===== src/rtl/quad_enc_pkg.sv =====
// Purpose: shared quadrature constants, decode result type and decode helper.
// Latency: pure combinational helpers, no state.
// Backpressure: none; every decoded step is consumed in the cycle it is produced.
package quad_enc_pkg;

  localparam logic [1:0] Q00 = 2'b00;
  localparam logic [1:0] Q01 = 2'b01;
  localparam logic [1:0] Q11 = 2'b11;
  localparam logic [1:0] Q10 = 2'b10;

  localparam logic DIR_UP = 1'b1;
  localparam logic DIR_DN = 1'b0;

  // Result of comparing two consecutive {A,B} samples.
  typedef struct packed {
    logic              valid;  // exactly one bit changed
    logic              err;    // both bits changed at once
    logic signed [1:0] delta;  // +1 CW, -1 CCW, 0 otherwise
  } qstep_t;

  // Successor of a state in the clockwise Gray sequence 00->01->11->10->00.
  function automatic logic [1:0] quad_next_cw(input logic [1:0] s);
    case (s)
      Q00:     return Q01;
      Q01:     return Q11;
      Q11:     return Q10;
      default: return Q00;
    endcase
  endfunction

  function automatic qstep_t quad_step(input logic [1:0] prev, input logic [1:0] cur);
    qstep_t r;
    r.valid = 1'b0;
    r.err   = 1'b0;
    r.delta = 2'sd0;
    if ((prev ^ cur) == 2'b11) begin
      r.err = 1'b1;
    end else if (prev != cur) begin
      r.valid = 1'b1;
      r.delta = (cur == quad_next_cw(prev)) ? 2'sd1 : -2'sd1;
    end
    return r;
  endfunction

endpackage


===== src/rtl/quad_enc_ctrl_if.sv =====
// Purpose: bundles encoder pins, host load port and event outputs of the controller.
// Latency: wiring only.
// Backpressure: none; events are single-cycle pulses consumers must sample.
interface quad_enc_ctrl_if #(
  parameter int WIDTH = 8
);
  logic             enc_a;
  logic             enc_b;
  logic             enc_btn;
  logic             load;
  logic [WIDTH-1:0] load_val;
  logic [WIDTH-1:0] value;
  logic             tick;
  logic             dir;
  logic             limit;
  logic             btn_press;
  logic             err;

  // Pins/host side: drives the raw inputs and load, observes the results.
  modport master (
    output enc_a, enc_b, enc_btn, load, load_val,
    input  value, tick, dir, limit, btn_press, err
  );

  // Controller side.
  modport slave (
    input  enc_a, enc_b, enc_btn, load, load_val,
    output value, tick, dir, limit, btn_press, err
  );
endinterface


===== src/rtl/sync_filter.sv =====
// Purpose: 2-flop synchroniser followed by a FILT-sample stability filter for one raw pin.
// Latency: pin change seen at edge k+1 appears on dout_o at edge k+2+FILT.
// Backpressure: none; output level simply follows the stable input.
module sync_filter #(
  parameter int   FILT    = 3,
  parameter logic RST_LVL = 1'b1
) (
  input  logic clk,
  input  logic rst,
  input  logic din_i,
  output logic dout_o
);

  localparam int             CW       = (FILT > 1) ? $clog2(FILT) : 1;
  localparam logic [CW-1:0]  CNT_LAST = CW'(FILT - 1);

  logic          s1_q;
  logic          s2_q;
  logic          lvl_q;
  logic          lvl_d;
  logic [CW-1:0] cnt_q;
  logic [CW-1:0] cnt_d;

  // Two-flop synchroniser for the asynchronous pin.
  always_ff @(posedge clk or negedge rst) begin
    if (!rst) begin
      s1_q <= RST_LVL;
      s2_q <= RST_LVL;
    end else begin
      s1_q <= din_i;
      s2_q <= s1_q;
    end
  end

  // Accept a new level on the FILT-th consecutive differing sample; any agreeing sample restarts the count.
  always_comb begin
    lvl_d = lvl_q;
    cnt_d = '0;
    if (s2_q != lvl_q) begin
      if (cnt_q == CNT_LAST) begin
        lvl_d = s2_q;
      end else begin
        cnt_d = cnt_q + CW'(1);
      end
    end
  end

  // Filtered level and run-length counter.
  always_ff @(posedge clk or negedge rst) begin
    if (!rst) begin
      lvl_q <= RST_LVL;
      cnt_q <= '0;
    end else begin
      lvl_q <= lvl_d;
      cnt_q <= cnt_d;
    end
  end

  assign dout_o = lvl_q;

endmodule


===== src/rtl/quad_enc_ctrl.sv =====
// Purpose: quadrature decoder with detent sub-counter, bounded/wrapping value and event pulses.
// Latency: raw pin change after edge k -> outputs registered at edge k+3+FILT; load visible after next edge.
// Backpressure: none; at most one transition per cycle, pulses are one cycle wide and not held.
module quad_enc_ctrl
  import quad_enc_pkg::*;
#(
  parameter int WIDTH     = 8,
  parameter int FILT      = 3,
  parameter int STEPS     = 4,
  parameter int MIN_VAL   = 0,
  parameter int MAX_VAL   = 255,
  parameter int RESET_VAL = 8,
  parameter int WRAP      = 0
) (
  input  logic           clk,
  input  logic           rst,
  quad_enc_ctrl_if.slave bus
);

  localparam int                XW      = WIDTH + 1;
  localparam logic [XW-1:0]     MINX    = XW'(MIN_VAL);
  localparam logic [XW-1:0]     MAXX    = XW'(MAX_VAL);
  localparam logic signed [3:0] SUB_TOP = 4'(STEPS - 1);
  localparam logic signed [3:0] SUB_BOT = 4'(1 - STEPS);

  logic a_f;
  logic b_f;
  logic btn_f;

  sync_filter #(.FILT(FILT), .RST_LVL(1'b1)) u_filt_a (
    .clk(clk), .rst(rst), .din_i(bus.enc_a), .dout_o(a_f)
  );
  sync_filter #(.FILT(FILT), .RST_LVL(1'b1)) u_filt_b (
    .clk(clk), .rst(rst), .din_i(bus.enc_b), .dout_o(b_f)
  );
  sync_filter #(.FILT(FILT), .RST_LVL(1'b1)) u_filt_btn (
    .clk(clk), .rst(rst), .din_i(bus.enc_btn), .dout_o(btn_f)
  );

  logic [1:0]        quad_q;
  logic [1:0]        quad_cur;
  qstep_t            step;
  logic signed [3:0] sub_q,   sub_d;
  logic [WIDTH-1:0]  value_q, value_d;
  logic              dir_q,   dir_d;
  logic              tick_q,  tick_d;
  logic              limit_q, limit_d;
  logic              err_q,   err_d;
  logic              btn_prev_q;
  logic              btn_press_q;
  logic              up;
  logic              dn;
  logic [XW-1:0]     vx;
  logic [XW-1:0]     lvx;

  assign quad_cur = {a_f, b_f};
  assign step     = quad_step(quad_q, quad_cur);
  assign up       = step.valid && (step.delta == 2'sd1);
  assign dn       = step.valid && (step.delta == -2'sd1);
  // One extra bit of headroom keeps bound compares and +/-1 free of overflow.
  assign vx       = {1'b0, value_q};
  assign lvx      = {1'b0, bus.load_val};

  // Next value/sub-count/pulses: load beats a detent, a detent at a bound wraps or reports limit.
  always_comb begin
    value_d = value_q;
    sub_d   = sub_q;
    dir_d   = dir_q;
    tick_d  = 1'b0;
    limit_d = 1'b0;
    err_d   = step.err;
    if (bus.load) begin
      sub_d = '0;
      if (lvx > MAXX) begin
        value_d = WIDTH'(MAXX);
      end else if (lvx < MINX) begin
        value_d = WIDTH'(MINX);
      end else begin
        value_d = bus.load_val;
      end
    end else if (up && (sub_q == SUB_TOP)) begin
      sub_d = '0;
      if (vx < MAXX) begin
        value_d = WIDTH'(vx + XW'(1));
        tick_d  = 1'b1;
        dir_d   = DIR_UP;
      end else if (WRAP != 0) begin
        value_d = WIDTH'(MINX);
        tick_d  = 1'b1;
        dir_d   = DIR_UP;
      end else begin
        limit_d = 1'b1;
      end
    end else if (dn && (sub_q == SUB_BOT)) begin
      sub_d = '0;
      if (vx > MINX) begin
        value_d = WIDTH'(vx - XW'(1));
        tick_d  = 1'b1;
        dir_d   = DIR_DN;
      end else if (WRAP != 0) begin
        value_d = WIDTH'(MAXX);
        tick_d  = 1'b1;
        dir_d   = DIR_DN;
      end else begin
        limit_d = 1'b1;
      end
    end else if (up) begin
      sub_d = sub_q + 4'sd1;
    end else if (dn) begin
      sub_d = sub_q - 4'sd1;
    end
  end

  // State and registered outputs; the quadrature state always follows the filtered pins.
  always_ff @(posedge clk or negedge rst) begin
    if (!rst) begin
      quad_q      <= Q11;
      sub_q       <= '0;
      value_q     <= WIDTH'(RESET_VAL);
      dir_q       <= DIR_DN;
      tick_q      <= 1'b0;
      limit_q     <= 1'b0;
      err_q       <= 1'b0;
      btn_prev_q  <= 1'b1;
      btn_press_q <= 1'b0;
    end else begin
      quad_q      <= quad_cur;
      sub_q       <= sub_d;
      value_q     <= value_d;
      dir_q       <= dir_d;
      tick_q      <= tick_d;
      limit_q     <= limit_d;
      err_q       <= err_d;
      btn_prev_q  <= btn_f;
      btn_press_q <= btn_prev_q & ~btn_f;
    end
  end

  assign bus.value     = value_q;
  assign bus.dir       = dir_q;
  assign bus.tick      = tick_q;
  assign bus.limit     = limit_q;
  assign bus.err       = err_q;
  assign bus.btn_press = btn_press_q;

endmodule


===== src/flat_wrapper.sv =====
// flat-port wrapper written by rule: the top's interface ports become plain ports
module quad_enc_ctrl_flat import quad_enc_pkg::*;
#(
  parameter int WIDTH     = 8,
  parameter int FILT      = 3,
  parameter int STEPS     = 4,
  parameter int MIN_VAL   = 0,
  parameter int MAX_VAL   = 255,
  parameter int RESET_VAL = 8,
  parameter int WRAP      = 0
)
  (clk, rst, bus_enc_a, bus_enc_b, bus_enc_btn, bus_load, bus_load_val, bus_value, bus_tick, bus_dir, bus_limit, bus_btn_press, bus_err);
  quad_enc_ctrl_if #(.WIDTH(WIDTH)) bus_i ();
  input  logic clk;
  input  logic rst;
  input wire logic [$bits(bus_i.enc_a)-1:0] bus_enc_a;
  input wire logic [$bits(bus_i.enc_b)-1:0] bus_enc_b;
  input wire logic [$bits(bus_i.enc_btn)-1:0] bus_enc_btn;
  input wire logic [$bits(bus_i.load)-1:0] bus_load;
  input wire logic [$bits(bus_i.load_val)-1:0] bus_load_val;
  output wire logic [$bits(bus_i.value)-1:0] bus_value;
  output wire logic [$bits(bus_i.tick)-1:0] bus_tick;
  output wire logic [$bits(bus_i.dir)-1:0] bus_dir;
  output wire logic [$bits(bus_i.limit)-1:0] bus_limit;
  output wire logic [$bits(bus_i.btn_press)-1:0] bus_btn_press;
  output wire logic [$bits(bus_i.err)-1:0] bus_err;
  assign bus_i.enc_a = bus_enc_a;
  assign bus_i.enc_b = bus_enc_b;
  assign bus_i.enc_btn = bus_enc_btn;
  assign bus_i.load = bus_load;
  assign bus_i.load_val = bus_load_val;
  assign bus_value = bus_i.value;
  assign bus_tick = bus_i.tick;
  assign bus_dir = bus_i.dir;
  assign bus_limit = bus_i.limit;
  assign bus_btn_press = bus_i.btn_press;
  assign bus_err = bus_i.err;
  quad_enc_ctrl #(.WIDTH(WIDTH), .FILT(FILT), .STEPS(STEPS), .MIN_VAL(MIN_VAL), .MAX_VAL(MAX_VAL), .RESET_VAL(RESET_VAL), .WRAP(WRAP)) u_core (.clk(clk), .rst(rst), .bus(bus_i));
endmodule

===== config.mk =====
export PLATFORM = sky130hd
export DESIGN_NAME = quad_enc_ctrl_flat
export DESIGN_NICKNAME = d
export VERILOG_FILES = /design/src/rtl/quad_enc_pkg.sv /design/src/rtl/quad_enc_ctrl_if.sv /design/src/rtl/sync_filter.sv /design/src/rtl/quad_enc_ctrl.sv /design/src/flat_wrapper.sv
export SDC_FILE = /design/constraint.sdc
export NUM_CORES = 1
export LEC_CHECK = 0
export CORE_ASPECT_RATIO = 2
export CORE_MARGIN = 3
export CORE_UTILIZATION = 45
export CTS_BUF_LIST = sky130_fd_sc_hd__clkbuf_8
export CTS_CLUSTER_SIZE = 40
export DETAILED_ROUTE_END_ITERATION = 6
export PLACE_DENSITY = 0.68
export SLEW_MARGIN = 20
export SYNTH_ARGS = -nofsm -noshare
export SYNTH_HDL_FRONTEND = slang
export SYNTH_SLANG_ARGS = --single-unit

===== constraint.sdc =====
create_clock -name clk -period 4.18 [get_ports clk]
set_input_delay 0.418 -clock clk [delete_from_list [all_inputs] [get_ports clk]]
set_output_delay 0.418 -clock clk [all_outputs]
set_load 0.05 [all_outputs]

==> flow_summary.ini, run 1 <==
[cts]
number_of_buffers_inserted_for_hold_repair_after_clock_tree_synthesis = 0
cts_num_sinks = 35
ctsLongestPathBuffers = 2
clkSlewWorstSetupHoldPaths_ns = 0.07
insertion_delay_ns = 0.28
cts_post_setup_buffers_inserted = 0
tritoncts = yes
cts_inserted_buffers = 5
cts-htree-levels = 2
cts_resized = 0
clockRootBuffer = sky130_fd_sc_hd__clkbuf_8

[yosys]
synth.distinct_cells = 37
area_share_of_fa_ha_maj_cells_after_synthesis_pct = 9.91
cell_area_after_synthesis_um2 = 1790
synth_area_in_xor_xnor_pct = 8.30
netlist.area_leader.share_pct = 30.7
post-synth-top-area-cell = sky130_fd_sc_hd__dfrtp_1
postSynthRegisterBits = 35
syn_area_per_cell_um2 = 11.1
synth_cells = 162
largest_family_of_logic_cells_by_synthesized_area = simple AND/OR/NAND/NOR gates
synth.yosys.seq_area_share_pct = 49.8
yosys_warnings = 0
syn_nets = 189
asyncSetResetFlopFracSynth_pct = 100
synth-compound-area-share_pct = 10.3
muxShareOfSynthArea_pct = 5.30
synthSimpleGateAreaFrac_pct = 14.2
synth.area.top_cells = sky130_fd_sc_hd__dfrtp_1 (31%), sky130_fd_sc_hd__dfstp_2 (19%), sky130_fd_sc_hd__ha_1 (7.7%)
synth_enable_flop_cells = 0
synth_top_flop_cell = sky130_fd_sc_hd__dfrtp_1

[placement]
detailed_place_hpwl_um = 2870
finalWeightedCongestion = 0.787
setup_slack_at_placement_ns = 1.02
place.detailed.instances = 238
port-buffer-count = 26

[timing]
final.setup_skew_ns = 0.00496
finalWorstPathRequiredPeriod_ns = 3.21
grt_setup_unrepaired = no
max_slew_margin_pct = 63.4
timing.final.ws_setup_ns = 0.973
tightest_slew_ns = 0.547
finalSetupViolations = 0
min_period_over_period_pct = 76.7
report.final.slew_viol_count = 0
max_freq_mhz = 312
final_hold_violation_count = 0
timing.setup.tns_ns = 0

[worst_hold_path]
holdCritPathClass = register to register
beginning_of_the_worst_hold_path = u_core.u_filt_b.s1_q$_DFF_PN1_
hold_depth = 0
min_delay_worst_endpoint = u_core.u_filt_b.s2_q$_DFF_PN1_

[global_routing]
grt_max_degree = 36
groute.usage.overall_pct = 17.8
first_global_vias = 1400
globalRouteOverflowTotal = 0
antenna_found_initial = 0
global_route_wire_length_before_repair_um = 6300

[critical_path]
worst-endpoint-arrival_ns = 3.41
kind_of_start_point_of_the_critical_path = register
critical_path_buf_inv_count = 1
worst_path_maximum_fanout = 13
cp_data_required_time_ns = 4.38
rrSetupSlack_ns = 0.97
worstPathCellList = xor2_1 -> ha_1 -> nand2_1 -> nor3_1 -> nand3_1 -> buf_4 -> ha_1 -> a21oi_1 -> o211ai_1 -> o41ai_1 -> xnor2_1 -> a21bo_1 -> a31oi_1
criticalPathCategory = register to register
timing.critical_path.to_type = register
crit_top_cell = sky130_fd_sc_hd__ha_1
critPathSlowestCell = sky130_fd_sc_hd__dfstp_2
worst_r2r_path_depth = 13
critical_path.top_delay_family = compound AO/OA/AOI/OAI gates
critical_path.reg2reg.endpoint = u_core.bus.value[7]$_DFFE_PN0P_
critical-path-max-stage-delay_ns = 0.58
launch_instance_of_the_worst_register_to_register_path = u_core.u_filt_b.dout_o$_DFFE_PN1P_

[route]
dr_vias = 1331
detail_route.wirelength_um = 3740
antenna_left = 0
routed_wire_length_per_instance_um = 15.2
drtPass1Iterations = 4
drc = 0
average_via_count_per_standard_cell = 5.41
initial_detailed_routing_violation_count = 15

[finish]
fillCellCount = 342
antenna_cells = 0
final_core_util_pct = 59.3
area.growth.synth_to_final_pct = 23.1
post_route_non_filler_standard_cell_count = 246
drive_gt1_share_pct = 13.7
nets = 223

[floorplan]
dieHeight_um = 95.3
die_width_um = 50.6
die_area_um2 = 4820
core_um2 = 3720
fp-row-count = 31
start_util_pct = 48.2
io_pins = 27

[pwr]
peak_supply_drop_mv = 0.321
p_int_uw = 910
share_comb_of_total_power_pct = 49.9
clock_power_share_pct = 14.5
cellPowerDensity_nw_per_um2 = 693
power_leakage_nw = 0.947
switching_share_pct = 40.5
finalPower_mw = 1.53
net-switching-power_uw = 620
seq_power_share_pct = 35.6

[job]
max-cap-violations = 0

[status]
outcome = completed
-- per-layer routing --
metal / vias up / GRT usage, % / wire [um] / part of all wire [%]
met5: - / 0 / 0 / 0
met4: 0 / 11.5 / 123 / 3.3
met3: 9 / 3.91 / 156 / 4.2
met2: 53 / 32.6 / 2100 / 56
met1: 641 / 17.4 / 1360 / 36
li1: 628 / - / - / -
-- worst reg2reg max path, delay by kind of cell, from the launching register on --
family / cells / cell delay [ns]
flip-flops: 1 / 0.58
XOR/XNOR: 2 / 0.35
adder cells (fa/ha/maj): 2 / 0.58
buffers and inverters: 1 / 0.21
AO/OA/AOI/OAI: 5 / 1.06
AND/OR/NAND/NOR: 3 / 0.34
-- sequential cells by signal, summed over array words and instances, names as in the netlist --
register                  count
u_core.btn_prev_q             1
u_core.bus.btn_press          1
u_core.bus.dir                1
u_core.bus.err                1
u_core.bus.limit              1
u_core.bus.tick               1
u_core.bus.value              8
u_core.quad_q                 2
u_core.sub_q                  4
u_core.u_filt_a.cnt_q         2
u_core.u_filt_a.dout_o        1
u_core.u_filt_a.s1_q          1
u_core.u_filt_a.s2_q          1
u_core.u_filt_b.cnt_q         2
u_core.u_filt_b.dout_o        1
u_core.u_filt_b.s1_q          1
u_core.u_filt_b.s2_q          1
u_core.u_filt_btn.cnt_q       2
u_core.u_filt_btn.dout_o      1
u_core.u_filt_btn.s1_q        1
u_core.u_filt_btn.s2_q        1
-- power by group through the flow --
stage          Clock (mW)  Combinational [mW]  Sequential (mW)
4_1_cts             0.233               0.771            0.545
6_report            0.223               0.763            0.544
3_3_place_gp            0               0.727            0.544
2_1_floorplan           0               0.526            0.596
5_1_grt             0.248               0.858            0.557
3_5_place_dp            0               0.769            0.550
-- stage by stage --
stage | hold WS (ns) | cell area, um^2
3_5_place_dp | 0.347 | 2130
2_1_floorplan | 0.122 | 1790
6_report | 0.357 | 2210
4_1_cts | 0.357 | 2210
3_3_place_gp | 0.347 | 2130
5_1_grt | 0.358 | 2210
-- synthesized netlist by cell type (2+ instances only) --
cell type,n
sky130_fd_sc_hd__nand3_1,3
sky130_fd_sc_hd__ha_1,11
sky130_fd_sc_hd__mux2_2,3
sky130_fd_sc_hd__xor2_1,6
sky130_fd_sc_hd__nor3b_1,4
sky130_fd_sc_hd__a21oi_1,8
sky130_fd_sc_hd__nor2b_1,4
sky130_fd_sc_hd__nor2_1,14
sky130_fd_sc_hd__o211ai_1,2
sky130_fd_sc_hd__fa_1,2
sky130_fd_sc_hd__inv_1,9
sky130_fd_sc_hd__mux2i_1,5
sky130_fd_sc_hd__nand4_1,3
sky130_fd_sc_hd__o21ai_1,6
sky130_fd_sc_hd__nand2_1,11
sky130_fd_sc_hd__dfstp_2,13
sky130_fd_sc_hd__or4_1,2
sky130_fd_sc_hd__xnor2_1,11
sky130_fd_sc_hd__nor3_1,5
sky130_fd_sc_hd__dfrtp_1,22
sky130_fd_sc_hd__a21o_1,2
-- worst max path at each step --
stage / depth (start not counted) / slack [ns] / end / from
floorplan: 12 / 1.05 / u_core.bus.value[7]$_DFFE_PN0P_ / u_core.u_filt_b.dout_o$_DFFE_PN1P_
global placement: 13 / 1.16 / u_core.bus.value[7]$_DFFE_PN0P_ / u_core.u_filt_b.dout_o$_DFFE_PN1P_
detailed placement: 13 / 1.02 / u_core.bus.value[7]$_DFFE_PN0P_ / u_core.u_filt_b.dout_o$_DFFE_PN1P_
CTS: 13 / 0.99 / u_core.bus.value[7]$_DFFE_PN0P_ / u_core.u_filt_b.dout_o$_DFFE_PN1P_
global route: 14 / 0.80 / u_core.bus.value[7]$_DFFE_PN0P_ / u_core.u_filt_a.dout_o$_DFFE_PN1P_
finish: 13 / 0.97 / u_core.bus.value[7]$_DFFE_PN0P_ / u_core.u_filt_b.dout_o$_DFFE_PN1P_
-- cell families after synthesis --
family	Yosys count
compound gates	27
xor+xnor	17
flops	35
simple gates	50
buf+inv	11
mux	9
fa+ha+maj	13
-- placed cells by master, fill, tap and decap left out, drive strengths merged --
cell,n
a21bo,1
a21o,2
a21oi,8
a22oi,1
a2bb2oi,1
a31oi,1
buf,2
clkbuf,5
clkdlybuf4s50,26
clkinv,2
dfrtp,22
dfstp,13
fa,2
ha,11
inv,11
mux2,4
mux2i,5
nand2,11
nand2b,1
nand3,3
nand3b,1
nand4,3
nor2,15
nor2b,4
nor3,5
nor3b,4
o211ai,2
o21ai,6
o21bai,1
o22a,1
o22ai,2
o41ai,1
or4,3
xnor2,11
xor2,6
-- cell type report --
cell class / instances / area [um^2] / area share [%]
clock buffers: 5 / 68.8 / 3.12
clock inverters: 3 / 12.5 / 0.567
inverters: 10 / 37.5 / 1.70
multi-input cells: 116 / 860 / 38.9
flip-flops and latches: 35 / 892 / 40.4
well taps: 49 / 61.3 / 2.78
repair buffers: 28 / 275 / 12.5
Note: power is estimated with default switching activity, not from simulation.
==> run 2, diff against run 1 <==
clock period = 3.1 ns   (was 4.18 ns; I/O delays follow)
==> flow_summary.ini, run 2 (synthesis gave the netlist of run 1 again) <==
[status]
outcome = completed

[cts]
ctsLongestPathBuffers = 2
clockRootBuffer = sky130_fd_sc_hd__clkbuf_8
tritoncts = yes
cts_num_sinks = 35
insertion_delay_ns = 0.28
cts-htree-levels = 2
number_of_buffers_inserted_for_hold_repair_after_clock_tree_synthesis = 0
cts_inserted_buffers = 5
clkSlewWorstSetupHoldPaths_ns = 0.07

[finish]
drive_gt1_share_pct = 17.1
area.growth.synth_to_final_pct = 26.2
flip_flop_count_of_the_largest_register_after_layout = 8
antenna_cells = 0
mostFrequentLayoutCell = sky130_fd_sc_hd__clkdlybuf4s50_1
layout_common_cells = sky130_fd_sc_hd__clkdlybuf4s50_1 (26), sky130_fd_sc_hd__dfrtp_1 (22), sky130_fd_sc_hd__nor2_1 (14)
nets = 225

[pwr]
power_leakage_nw = 0.969
peak_supply_drop_mv = 0.469
finalPower_mw = 2.16
cellPowerDensity_nw_per_um2 = 956

[floorplan]
io_pins = 27
dieHeight_um = 95.3
fp-row-count = 31
core_um2 = 3720
die_area_um2 = 4820
die_width_um = 50.6
start_util_pct = 48.2

[route]
detail_route.wirelength_um = 3570
initial_detailed_routing_violation_count = 9
average_via_count_per_standard_cell = 5.34
drc = 0
drtPass1Iterations = 4
dr_vias = 1325
antenna_left = 0
routed_wire_length_per_instance_um = 14.4

[timing]
grt_setup_unrepaired = no
hold-worst-slack_ns = 0.357
min_period_over_period_pct = 92.7
timing.setup.tns_ns = 0
finalWorstPathRequiredPeriod_ns = 2.87
tightest_slew_ns = 0.505
max_freq_mhz = 348
report.final.slew_viol_count = 0
final.setup_skew_ns = 0.00396
finalSetupViolations = 0
max_slew_margin_pct = 66.3
final_hold_violation_count = 0

[critical_path]
cp_data_required_time_ns = 3.31
kind_of_start_point_of_the_critical_path = register
timing.critical_path.to_type = register
worst-endpoint-arrival_ns = 3.08
worst_path_maximum_fanout = 6
criticalPathCategory = register to register
rrSetupSlack_ns = 0.23

[global_routing]
first_global_vias = 1368
groute.usage.overall_pct = 16.6
antenna_found_initial = 0
global_route_wire_length_before_repair_um = 5950
globalRouteOverflowTotal = 0
grt_max_degree = 36

[placement]
finalWeightedCongestion = 0.827
port-buffer-count = 26
detailed_place_hpwl_um = 2870

[worst_hold_path]
holdCritPathClass = register to register

[job]
max-cap-violations = 0
==> run 2: area by class of cell <==
class | instances | area [um^2]
Clock buffer | 7 | 96.3
Timing Repair Buffer | 30 | 290
Sequential cell | 35 | 892
Fill cell | 324 | 1460
Multi-Input combinational cell | 116 | 881
Clock inverter | 1 | 3.75
Tap cell | 49 | 61.3
Inverter | 10 | 37.5
==> run 2: report_power, final <==
group	internal, mW	switching, mW
registers	0.618	0.120
clock network	0.199	0.151
logic	0.486	0.589
==> run 2: per-layer routing <==
layer,global-route usage [%],routed length (um),up-vias
li1,-,-,631
met1,16.1,1290,654
met2,31.6,2040,31
met3,3.13,126,9
met4,9.21,119,0
met5,0,0,-
==> run 2: final timing paths <==
kind | from | cells after the start | end
setup reg to reg | u_core.u_filt_a.dout_o$_DFFE_PN1P_ | 12 | u_core.bus.value[7]$_DFFE_PN0P_
hold / removal | u_core.u_filt_b.s1_q$_DFF_PN1_ | 0 | u_core.u_filt_b.s2_q$_DFF_PN1_
max in group asynchronous | rst | 2 | u_core.u_filt_btn.s2_q$_DFF_PN1_
setup / recovery | u_core.u_filt_a.dout_o$_DFFE_PN1P_ | 12 | u_core.bus.value[7]$_DFFE_PN0P_
hold reg to reg | u_core.u_filt_b.s1_q$_DFF_PN1_ | 0 | u_core.u_filt_b.s2_q$_DFF_PN1_
min in group asynchronous | rst | 2 | u_core.u_filt_b.cnt_q[0]$_DFF_PN0_
==> run 2: stage by stage <==
stage / instance area, um^2 / instances / utilization [%] / worst slack (ns)
3_5_place_dp: 2150 / 240 / 57.6 / 0.114
3_3_place_gp: 2150 / 240 / 57.6 / 0.251
2_1_floorplan: 1800 / 162 / - / 0.120
5_1_grt: 2260 / 248 / 60.8 / 0.0340
6_report: 2260 / 248 / 60.8 / 0.226
4_1_cts: 2250 / 248 / 60.3 / 0.0992
==> run 2: what timing repair did <==
item	in CTS	in global routing
resized for setup	0	3
endpoints found under the setup margin	0	2
endpoints found under the hold margin	0	0
buffers inserted	0	0
==> run 2: critical path, stage by stage (launching register included) <==
cell and delay [ns]:
sky130_fd_sc_hd__dfstp_2 0.58, sky130_fd_sc_hd__xor2_1 0.21, sky130_fd_sc_hd__ha_1 0.21, sky130_fd_sc_hd__nor2_1 0.05
sky130_fd_sc_hd__o21ai_1 0.15, sky130_fd_sc_hd__nand3_2 0.20, sky130_fd_sc_hd__ha_1 0.39, sky130_fd_sc_hd__nand2_1 0.12
sky130_fd_sc_hd__o211ai_1 0.14, sky130_fd_sc_hd__o41ai_2 0.27, sky130_fd_sc_hd__xnor2_1 0.14, sky130_fd_sc_hd__a21bo_1 0.20
sky130_fd_sc_hd__a31oi_1 0.15
==> run 3, diff against run 2 <==
SYNTH_HIERARCHICAL = 1   (was not set)
==> flow_summary.ini, run 3 <==
[status]
outcome = completed

[global_routing]
grt_util_met2_pct = 33.2
groute.usage.overall_pct = 18.2
antenna_found_initial = 0
global_route_wire_length_before_repair_um = 6590
grt-busiest-layer = met2
globalRouteOverflowTotal = 0
grt_max_degree = 36
global_route.usage.met3_pct = 4.19
first_global_vias = 1508
globalRouteMet1Util_pct = 17.7

[cts]
cts_num_sinks = 35
clkSlewWorstSetupHoldPaths_ns = 0.07
number_of_buffers_inserted_for_hold_repair_after_clock_tree_synthesis = 0
clockRootBuffer = sky130_fd_sc_hd__clkbuf_8
tritoncts = yes
insertion_delay_ns = 0.29
ctsLongestPathBuffers = 2
cts-htree-levels = 2
cts_inserted_buffers = 5

[critical_path]
criticalPathCategory = register to register
critical_path.reg2reg.endpoint = u_core/bus.value[6]$_DFFE_PN0P_
critical-path-max-stage-delay_ns = 0.58
cp_data_required_time_ns = 3.31
kind_of_start_point_of_the_critical_path = register
rrSetupSlack_ns = 0.13
critical_path.top_delay_family = adder cells
worstPathCellList = xor2_2 -> ha_1 -> nand2_2 -> nor3_4 -> nand3_4 -> buf_4 -> fa_1 -> a21oi_2 -> o211ai_1 -> a21oi_1 -> xnor2_1 -> mux2i_1 -> a21oi_1
cp.depth = 13
critical_path.endpoint = u_core/bus.value[6]$_DFFE_PN0P_
worst_setup_path_startpoint = u_core/u_filt_b/dout_o$_DFFE_PN1P_
worst_r2r_path_depth = 13
worst_path_maximum_fanout = 7
launch_instance_of_the_worst_register_to_register_path = u_core/u_filt_b/dout_o$_DFFE_PN1P_
crit_top_cell = sky130_fd_sc_hd__a21oi_1
timing.critical_path.to_type = register
critical_path_buf_inv_count = 1
critPathSlowestCell = sky130_fd_sc_hd__dfstp_2
worst-endpoint-arrival_ns = 3.18

[floorplan]
dieHeight_um = 96.2
core_um2 = 3880
io_pins = 27
start_util_pct = 47.2
die_width_um = 51.1
fp-row-count = 32
die_area_um2 = 4920

[placement]
port-buffer-count = 26
detailed_place_hpwl_um = 2860
placed_cell_area_um2 = 2200
finalWeightedCongestion = 0.815

[yosys]
synth.area.top_cells = sky130_fd_sc_hd__dfrtp_1 (30%), sky130_fd_sc_hd__dfstp_2 (19%), sky130_fd_sc_hd__ha_1 (7.5%)
synth.distinct_cells = 40
asyncSetResetFlopFracSynth_pct = 100
synth_cells = 163
yosys_warnings = 6
syn_area_per_cell_um2 = 11.2
synth_enable_flop_cells = 0
synth.yosys.seq_area_share_pct = 48.7
postSynthRegisterBits = 35
synth.most_common_cell = sky130_fd_sc_hd__dfrtp_1
cell_area_after_synthesis_um2 = 1830
netlist.area_leader.share_pct = 30.1
synth_commonest_cells = sky130_fd_sc_hd__dfrtp_1 (22), sky130_fd_sc_hd__nor2_1 (15), sky130_fd_sc_hd__dfstp_2 (13)
synth_top_flop_cell = sky130_fd_sc_hd__dfrtp_1
syn_nets = 190
post-synth-top-area-cell = sky130_fd_sc_hd__dfrtp_1

[finish]
layout_common_cells = sky130_fd_sc_hd__clkdlybuf4s50_1 (26), sky130_fd_sc_hd__dfrtp_1 (22), sky130_fd_sc_hd__nor2_1 (15)
mostFrequentLayoutCell = sky130_fd_sc_hd__clkdlybuf4s50_1
nets = 237
flip_flop_count_of_the_largest_register_after_layout = 8
total_non_filler_cell_area_in_the_finished_layout_um2 = 2540
antenna_cells = 0
fillCellCount = 310
drive_gt1_share_pct = 30.3
area.growth.synth_to_final_pct = 38.9

[route]
average_via_count_per_standard_cell = 5.47
drc = 0
dr_vias = 1432
antenna_left = 0
routed_wire_length_per_instance_um = 16.4
detail_route.wirelength_um = 4300
initial_detailed_routing_violation_count = 25
drtPass1Iterations = 4

[pwr]
cellPowerDensity_nw_per_um2 = 998
power_leakage_nw = 1.04
peak_supply_drop_mv = 0.605

[timing]
final_hold_violation_count = 0
report.final.slew_viol_count = 0
tightest_slew_ns = 0.510
grt_setup_unrepaired = yes
timing.setup.tns_ns = 0
final.setup_skew_ns = 0.00948
max_freq_mhz = 336
max_slew_margin_pct = 65.9
finalWorstPathRequiredPeriod_ns = 2.97
finalSetupViolations = 0
min_period_over_period_pct = 95.9

[job]
max-cap-violations = 0

[worst_hold_path]
holdCritPathClass = register to register
-- run 3: power breakdown --
part | switching, mW | internal (mW)
clock | 0.170 | 0.239
sequential | 0.147 | 0.624
combinational | 0.720 | 0.638
total | 1.04 | 1.50
-- run 3: worst min-delay path by stage --
stage	depth (start not counted)	slack, ns	from	end
final	0	0.36	u_core/u_filt_b/s1_q$_DFF_PN1_	u_core/u_filt_b/s2_q$_DFF_PN1_
after detailed placement	0	0.35	u_core/u_filt_b/s1_q$_DFF_PN1_	u_core/u_filt_b/s2_q$_DFF_PN1_
after global routing	0	0.36	u_core/u_filt_a/s1_q$_DFF_PN1_	u_core/u_filt_a/s2_q$_DFF_PN1_
after CTS	0	0.36	u_core/u_filt_a/s1_q$_DFF_PN1_	u_core/u_filt_a/s2_q$_DFF_PN1_
after global placement	0	0.35	u_core/u_filt_btn/s1_q$_DFF_PN1_	u_core/u_filt_btn/s2_q$_DFF_PN1_
after floorplan	0	0.01	rst	u_core/bus.btn_press$_DFF_PN0_
-- run 3: cell families after synthesis --
logic type / synth area share, %
and+or+nand+nor: 15.2
DFF: 48.7
AOI/OAI and AO/OA: 10.9
xor gates and xnor gates: 8.13
adders and majority gates: 9.70
buffers and inverters: 2.25
muxes: 5.19
-- run 3: worst reg2reg max path, stage by stage, from the launching register on --
cell and delay, ns:
sky130_fd_sc_hd__dfstp_2 0.58, sky130_fd_sc_hd__xor2_2 0.09, sky130_fd_sc_hd__ha_1 0.31, sky130_fd_sc_hd__nand2_2 0.08
sky130_fd_sc_hd__nor3_4 0.22, sky130_fd_sc_hd__nand3_4 0.15, sky130_fd_sc_hd__buf_4 0.17, sky130_fd_sc_hd__fa_1 0.41
sky130_fd_sc_hd__a21oi_2 0.20, sky130_fd_sc_hd__o211ai_1 0.11, sky130_fd_sc_hd__a21oi_1 0.19, sky130_fd_sc_hd__xnor2_1 0.14
sky130_fd_sc_hd__mux2i_1 0.09, sky130_fd_sc_hd__a21oi_1 0.15
-- run 3: final cells by class --
cell class	count	area, um^2	share of cell area, %
Clock inverter	3	43.8	1.72
Inverter	10	37.5	1.48
Sequential cell	35	892	35.1
Clock buffer	5	68.8	2.71
Tap cell	51	63.8	2.51
Timing Repair Buffer	41	380	15.0
Multi-Input combinational cell	117	1060	41.6
-- run 3: repair_timing --
action	in CTS	in global routing
setup buffers	0	9
resized for setup	1	24
pin swaps	0	12
setup endpoints to repair	1	2
-- run 3: routing by layer --
metal / vias up / part of all wire, %
li1: 664 / -
met1: 709 / 37
met2: 44 / 55
met3: 15 / 3.5
met4: 0 / 4.0
met5: - / 0
-- run 3: metrics by stage --
stage / std cells / hold WS (ns) / util, % / worst slack (ns) / power [mW]
final: 262 / 0.361 / 65.5 / 0.128 / 2.54
after CTS: 253 / 0.359 / 59.7 / 0.0771 / 2.36
after global placement: 245 / 0.347 / 56.6 / 0.173 / 1.84
after detailed placement: 245 / 0.352 / 56.6 / 0.0154 / 1.92
after floorplan: 163 / 0.0144 / - / 0.0778 / 1.59
after global routing: 262 / 0.362 / 65.5 / -0.0729 / 2.72
